[src/rtl/otp_ctrl_part_fill.sv]
// otp_ctrl_part_fill
//
// Partition fill sequencer. On an accepted start it reads Depth consecutive
// 64-bit words from the OTP macro (starting at BaseAddr), writes each good word
// into the downstream register file at addresses 0..Depth-1 and accumulates an
// XOR digest of the words written. A read error aborts the fill and raises a
// sticky error flag.
//
// Ports:
//   clk_i, rst_i        clock and synchronous active-high reset
//   start_i             one-cycle start request (ignored unless idle)
//   busy_o, done_o      fill in progress / one-cycle success pulse
//   err_o               sticky read-error flag, cleared by reset or next start
//   otp_req_o/addr_o    OTP read request and word address
//   otp_gnt_i           OTP grant
//   otp_rvalid_i/rdata_i/err_i   OTP read response
//   wr_en_o/addr_o/data_o        register-file write port
//   digest_o            XOR of all words written in the current fill

module otp_ctrl_part_fill #(
    parameter int unsigned Depth    = 4,
    parameter logic [15:0] BaseAddr = 16'h0000,
    localparam int unsigned Aw      = (Depth > 1) ? $clog2(Depth) : 1
) (
    input  logic          clk_i,
    input  logic          rst_i,
    input  logic          start_i,
    output logic          busy_o,
    output logic          done_o,
    output logic          err_o,
    output logic          otp_req_o,
    output logic [15:0]   otp_addr_o,
    input  logic          otp_gnt_i,
    input  logic          otp_rvalid_i,
    input  logic [63:0]   otp_rdata_i,
    input  logic          otp_err_i,
    output logic          wr_en_o,
    output logic [Aw-1:0] wr_addr_o,
    output logic [63:0]   wr_data_o,
    output logic [63:0]   digest_o
);

    localparam logic [Aw-1:0] LastCnt = Aw'(Depth - 1);

    typedef enum logic [2:0] {
        StIdle,
        StReq,
        StWait,
        StDone,
        StErr
    } state_e;

    state_e state_q, state_d;

    logic [Aw-1:0] cnt_q;
    logic          wr_en_q;
    logic [Aw-1:0] wr_addr_q;
    logic [63:0]   wr_data_q;
    logic [63:0]   digest_q;
    logic          err_q;

    logic accept;
    logic good_rd;
    logic bad_rd;
    logic last_blk;

    assign accept   = (state_q == StIdle) && start_i;
    // Responses only count while a read is outstanding.
    assign good_rd  = (state_q == StWait) && otp_rvalid_i && !otp_err_i;
    assign bad_rd   = (state_q == StWait) && otp_rvalid_i && otp_err_i;
    assign last_blk = (cnt_q == LastCnt);

    // State register
    always_ff @(posedge clk_i) begin
        if (rst_i) begin
            state_q <= StIdle;
        end else begin
            state_q <= state_d;
        end
    end

    // Next-state logic
    always_comb begin
        state_d = state_q;
        unique case (state_q)
            StIdle: begin
                if (start_i) state_d = StReq;
            end
            StReq: begin
                if (otp_gnt_i) state_d = StWait;
            end
            StWait: begin
                if (good_rd) begin
                    state_d = last_blk ? StDone : StReq;
                end else if (bad_rd) begin
                    state_d = StErr;
                end
            end
            StDone:  state_d = StIdle;
            StErr:   state_d = StIdle;
            default: state_d = StIdle;
        endcase
    end

    // Output logic
    always_comb begin
        otp_req_o  = 1'b0;
        otp_addr_o = '0;
        busy_o     = 1'b0;
        done_o     = 1'b0;
        unique case (state_q)
            StReq: begin
                otp_req_o  = 1'b1;
                // Address is only driven while requesting so idle/reset reads as zero.
                otp_addr_o = BaseAddr + 16'(cnt_q);
                busy_o     = 1'b1;
            end
            StWait: busy_o = 1'b1;
            StDone: begin
                busy_o = 1'b1;
                done_o = 1'b1;
            end
            default: ;
        endcase
    end

    // Datapath: block counter, write port, digest and error flag
    always_ff @(posedge clk_i) begin
        if (rst_i) begin
            cnt_q     <= '0;
            wr_en_q   <= 1'b0;
            wr_addr_q <= '0;
            wr_data_q <= '0;
            digest_q  <= '0;
            err_q     <= 1'b0;
        end else begin
            wr_en_q <= good_rd;
            if (accept) begin
                cnt_q    <= '0;
                digest_q <= '0;
                err_q    <= 1'b0;
            end
            if (good_rd) begin
                wr_addr_q <= cnt_q;
                wr_data_q <= otp_rdata_i;
                digest_q  <= digest_q ^ otp_rdata_i;
                if (!last_blk) cnt_q <= cnt_q + Aw'(1);
            end
            // Partial digest is kept on error for diagnosis.
            if (bad_rd) err_q <= 1'b1;
        end
    end

    assign wr_en_o   = wr_en_q;
    assign wr_addr_o = wr_addr_q;
    assign wr_data_o = wr_data_q;
    assign digest_o  = digest_q;
    assign err_o     = err_q;

endmodule

[config.mk]
export PLATFORM = sky130hd
export DESIGN_NAME = otp_ctrl_part_fill
export DESIGN_NICKNAME = d
export VERILOG_FILES = /design/src/rtl/otp_ctrl_part_fill.sv
export SDC_FILE = /design/constraint.sdc
export NUM_CORES = 1
export LEC_CHECK = 0
export CAP_MARGIN = 5
export CORE_ASPECT_RATIO = 1.75
export CORE_UTILIZATION = 44
export DETAILED_ROUTE_END_ITERATION = 8
export PLACE_DENSITY = 0.76
export SLEW_MARGIN = 20
export SYNTH_ARGS = -nofsm -noshare
export SYNTH_HDL_FRONTEND = slang
export SYNTH_SLANG_ARGS = --single-unit
[constraint.sdc]
create_clock -name clk_i -period 2.2 [get_ports clk_i]
set_input_delay 0.22 -clock clk_i [delete_from_list [all_inputs] [get_ports clk_i]]
set_output_delay 0.22 -clock clk_i [all_outputs]
set_load 0.05 [all_outputs]
==> Flow_metrics.wiki <==
{| class="wikitable"
! Metric !! Value
|-
| I/O Buffers || 206
|-
| Post-Synthesis Cell Area || 0.005894 mm²
|-
| # clock sinks || 137
|-
| Type of element launching the critical path || register
|-
| Core footprint || 0.01301 mm²
|-
| Starting density of the core || 45.32%
|-
| Aggregate negative setup slack || 0 ps
|-
| WHS Endpoint || wr_en_o
|-
| Mean post-synth cell area || 9.124 µm²
|-
| Worst reg2reg path startpoint || state_q[1]
|-
| Latest clock arrival within the worst-skew pair || 420 ps
|-
| Relative slew margins || 49.87%
|-
| CTS max path bufs || 2
|-
| Die Height || 155.1 µm
|-
| DR WL/cell || 17.86 µm
|-
| Setup violation total in the final timing report || 0
|-
| Sequential fraction of the synthesis area || 46.53%
|-
| Antenna violations before repair || 0
|-
| # fillers || 1049
|-
| Post-CTS setup-driven buffer insertion count || 0
|-
| Area used by multi-input combinational logic || 0.002745 mm²
|-
| Result of the run || complete, no violations
|-
| Clock buffers created by TritonCTS || 17
|-
| Global-route total usage across every layer || 26.58%
|-
| Most prevalent standard cell on the critical path || sky130_fd_sc_hd__nor2_1
|-
| Power density normalized to cell area || 728.7 mW/mm²
|-
| Max Cap Violations || 0
|-
| Placed cell count || 970
|-
| Final weighted congestion of routability-driven global placement || 0.7874
|-
| Share of final-layout standard cells stronger than drive strength 1 || 7.341%
|-
| Kind of capture point of the worst setup path || output port
|-
| DRC violation total after the first TritonRoute iteration || 195
|-
| Worst-path clk slew || 60 ps
|-
| Number of unique standard cell types used by synthesis || 34
|-
| Remaining number of nets flagged by the antenna check after routing || 0
|-
| Via density per instance || 5.685
|-
| Number of rows in the core area || 55
|-
| Worst vdd ir || 0.6548 mV
|-
| DIE AREA || 0.01388 mm²
|-
| Primary flip-flop cell chosen by synthesis mapping || sky130_fd_sc_hd__dfxtp_1
|-
| Flops & latches, synth || 137
|-
| Number of synthesized flops with an enable pin || 0
|-
| Worst-case reg-to-reg path depth || 4
|-
| Count of pins over their slew limit || 0
|-
| Worst Hold Path Cells || 2
|-
| Fmax || 520.4 MHz
|-
| Total area of sequential cells || 0.002743 mm²
|-
| Ordered list of cells on the worst path || nor2_1 > nor2_1 > dlygate4sd2_1
|-
| Antenna diodes || 0
|-
| Total number of vias || 5696
|-
| Number of endpoints with negative hold slack in the final report || 0
|-
| Setup CP Type || reg2out
|-
| Global-route wire length before repair || 28.08 mm
|-
| Crit path max-delay cell type || sky130_fd_sc_hd__dlygate4sd2_1
|-
| Detail Placement HPWL || 11.87 mm
|-
| Clock skew after layout || 5.936 ps
|-
| TritonCTS clock tree || yes
|-
| Uppermost layer routed || met4
|-
| Final worst-path setup slack || 278.5 ps
|-
| Worst hold path class || in2reg
|-
| Number of warning messages in the yosys log || 0
|-
| Pin count of the biggest net entering global routing || 77
|-
| Final cycle utilization of the critical path || 87.34%
|-
| Post-synthesis instance total || 646
|-
| Total routed wire length on the met1 layer || 6.574 mm
|-
| Proportion of register bits with asynchronous set or reset after synthesis || 0%
|-
| Final std cells w/o fill || 1002
|-
| Data required time at the worst endpoint || 1980 ps
|-
| Area growth from synthesis to layout || 45.57%
|-
| Post-Place Worst Slack || 123.7 ps
|-
| Met3 Wirelength || 997 µm
|-
| Clk root buf || sky130_fd_sc_hd__clkbuf_16
|-
| Net count, final || 889
|-
| Remaining global-route overflow || 0
|-
| Critical Path Max Stage Delay || 560 ps
|-
| Final critical path time including I/O delays and setup || 1922 ps
|-
| Worst Path Arrival || 1700 ps
|-
| H-Tree Depth || 4
|-
| Reg2Reg Setup Slack || 370 ps
|-
| Count of unresolved DRC violations after routing || 0
|-
| Worst R2R End || wr_data_o[27]
|-
| Number of optimization iterations in the first detailed-route pass || 5
|-
| Final WL || 17.90 mm
|-
| I/O pin count || 221
|-
| Biggest fanout along the worst timing path || 9
|-
| Number of global-route vias before repair || 5740
|-
| Met2 wire length || 9.223 mm
|-
| Static power due to leakage || 3.353 nW
|-
| Sum of internal, switching and leakage power || 6.253 mW
|-
| Launch instance of the worst min-delay path || rst_i
|-
| Die width || 89.50 µm
|-
| Unrepaired setup endpoints after global routing || no
|-
| Transition time at the pin with the least slew margin || 751.9 ps
|}
sequential cells by signal, indices dropped and copies added (netlist names):
signal     flops
wr_en_o        1
wr_data_o     64
state_q        3
err_o          1
digest_o      64
cnt_q          2
wr_addr_o      2
report_power, final:
part           total [mW]  switching, mW  internal, mW
clock                3.02           1.14          1.89
sequential           2.52         0.0172          2.50
combinational       0.709          0.450         0.260
kinds of logic (layout without fill, tap and decap cells):
logic type	after synthesis	after routing	synth area share, %
simple gates	216	216	21.55
other cells	1	14	0.06362
fa+ha+maj	1	1	0.2122
flops	137	137	46.53
buf+inv	85	257	8.342
mux	66	66	11.21
compound gates	140	140	12.10
through the flow:
step	area [µm²]	hold slack, ps	util [%]
floorplan	5948	390.1	-
global placement	7953	460.2	61.14
detailed placement	7953	462.3	61.14
CTS	8581	234.3	65.97
global route	8581	259.8	65.97
finish	8581	236.0	65.97
placed cells by master (no fill, tap or decap), drive strengths merged:
cell type / instances
or2: 2
inv: 6
or3: 1
nor3b: 1
nand4bb: 1
nand2b: 3
a31o: 1
clkinv: 1
conb: 14
mux2i: 66
buf: 22
nor4bb: 1
a221o: 1
a211oi: 1
nand3b: 64
nand2: 2
and2: 2
ha: 1
nor4: 1
a21oi: 68
nor2: 4
bufinv: 3
a31oi: 1
clkinvlp: 5
dfxtp: 137
or4b: 1
nand3: 132
clkdlybuf4s50: 199
or4: 1
dlygate4sd2: 1
o21ai: 68
clkbuf: 20
synthesized netlist by cell type (all sizes together) (2+ instances only):
master    n  share of area (%)
dfxtp   137                 47
nor2      4               0.25
nand2b    3               0.32
mux2i    66                 11
o21ai    68                5.8
clkbuf   33                2.1
inv       3               0.19
and2      2               0.21
buf      49                6.0
nand3   132                 11
nand3b   64                8.2
or2       2               0.21
nand2     2               0.13
a21oi    68                5.8
worst max-delay path by stage:
stage                             from             to  slack [ps]
final                       state_q[1]         busy_o         280
after global routing        state_q[1]         busy_o         190
after CTS                   state_q[1]         busy_o         270
after detailed placement  otp_rvalid_i   digest_o[33]         120
after global placement    otp_rvalid_i   digest_o[29]         210
after floorplan             state_q[0]  otp_addr_o[0]         250
area by class of cell:
type / count / area share (%)
multi-input combinational: 437 / 31.99
sequential: 137 / 31.96
timing repair buffer: 222 / 26.06
clock buffer: 20 / 5.439
tap: 171 / 2.493
clock inverter: 12 / 1.896
inverter: 3 / 0.1604
critical path: cells and delay by family, from the launching register on:
family / cells / cell delay, ps
buffers and inverters: 1 / 560
AND/OR/NAND/NOR: 2 / 190
flip-flops: 1 / 540
layer usage:
| layer | vias up | GRT usage (%) |
|---|---|---|
| met4 | 0 | 19.20 |
| met1 | 2754 | 27.58 |
| met2 | 240 | 45.15 |
| met3 | 62 | 6.631 |
| li1 | 2640 | - |
| met5 | - | 0 |
repair_timing:
action,4_1_cts,5_1_grt
endpoints found under the setup margin,1,0
hold buffers,0,0
gates resized for setup,1,0
No activity file was read; power rests on OpenSTA's default activity.
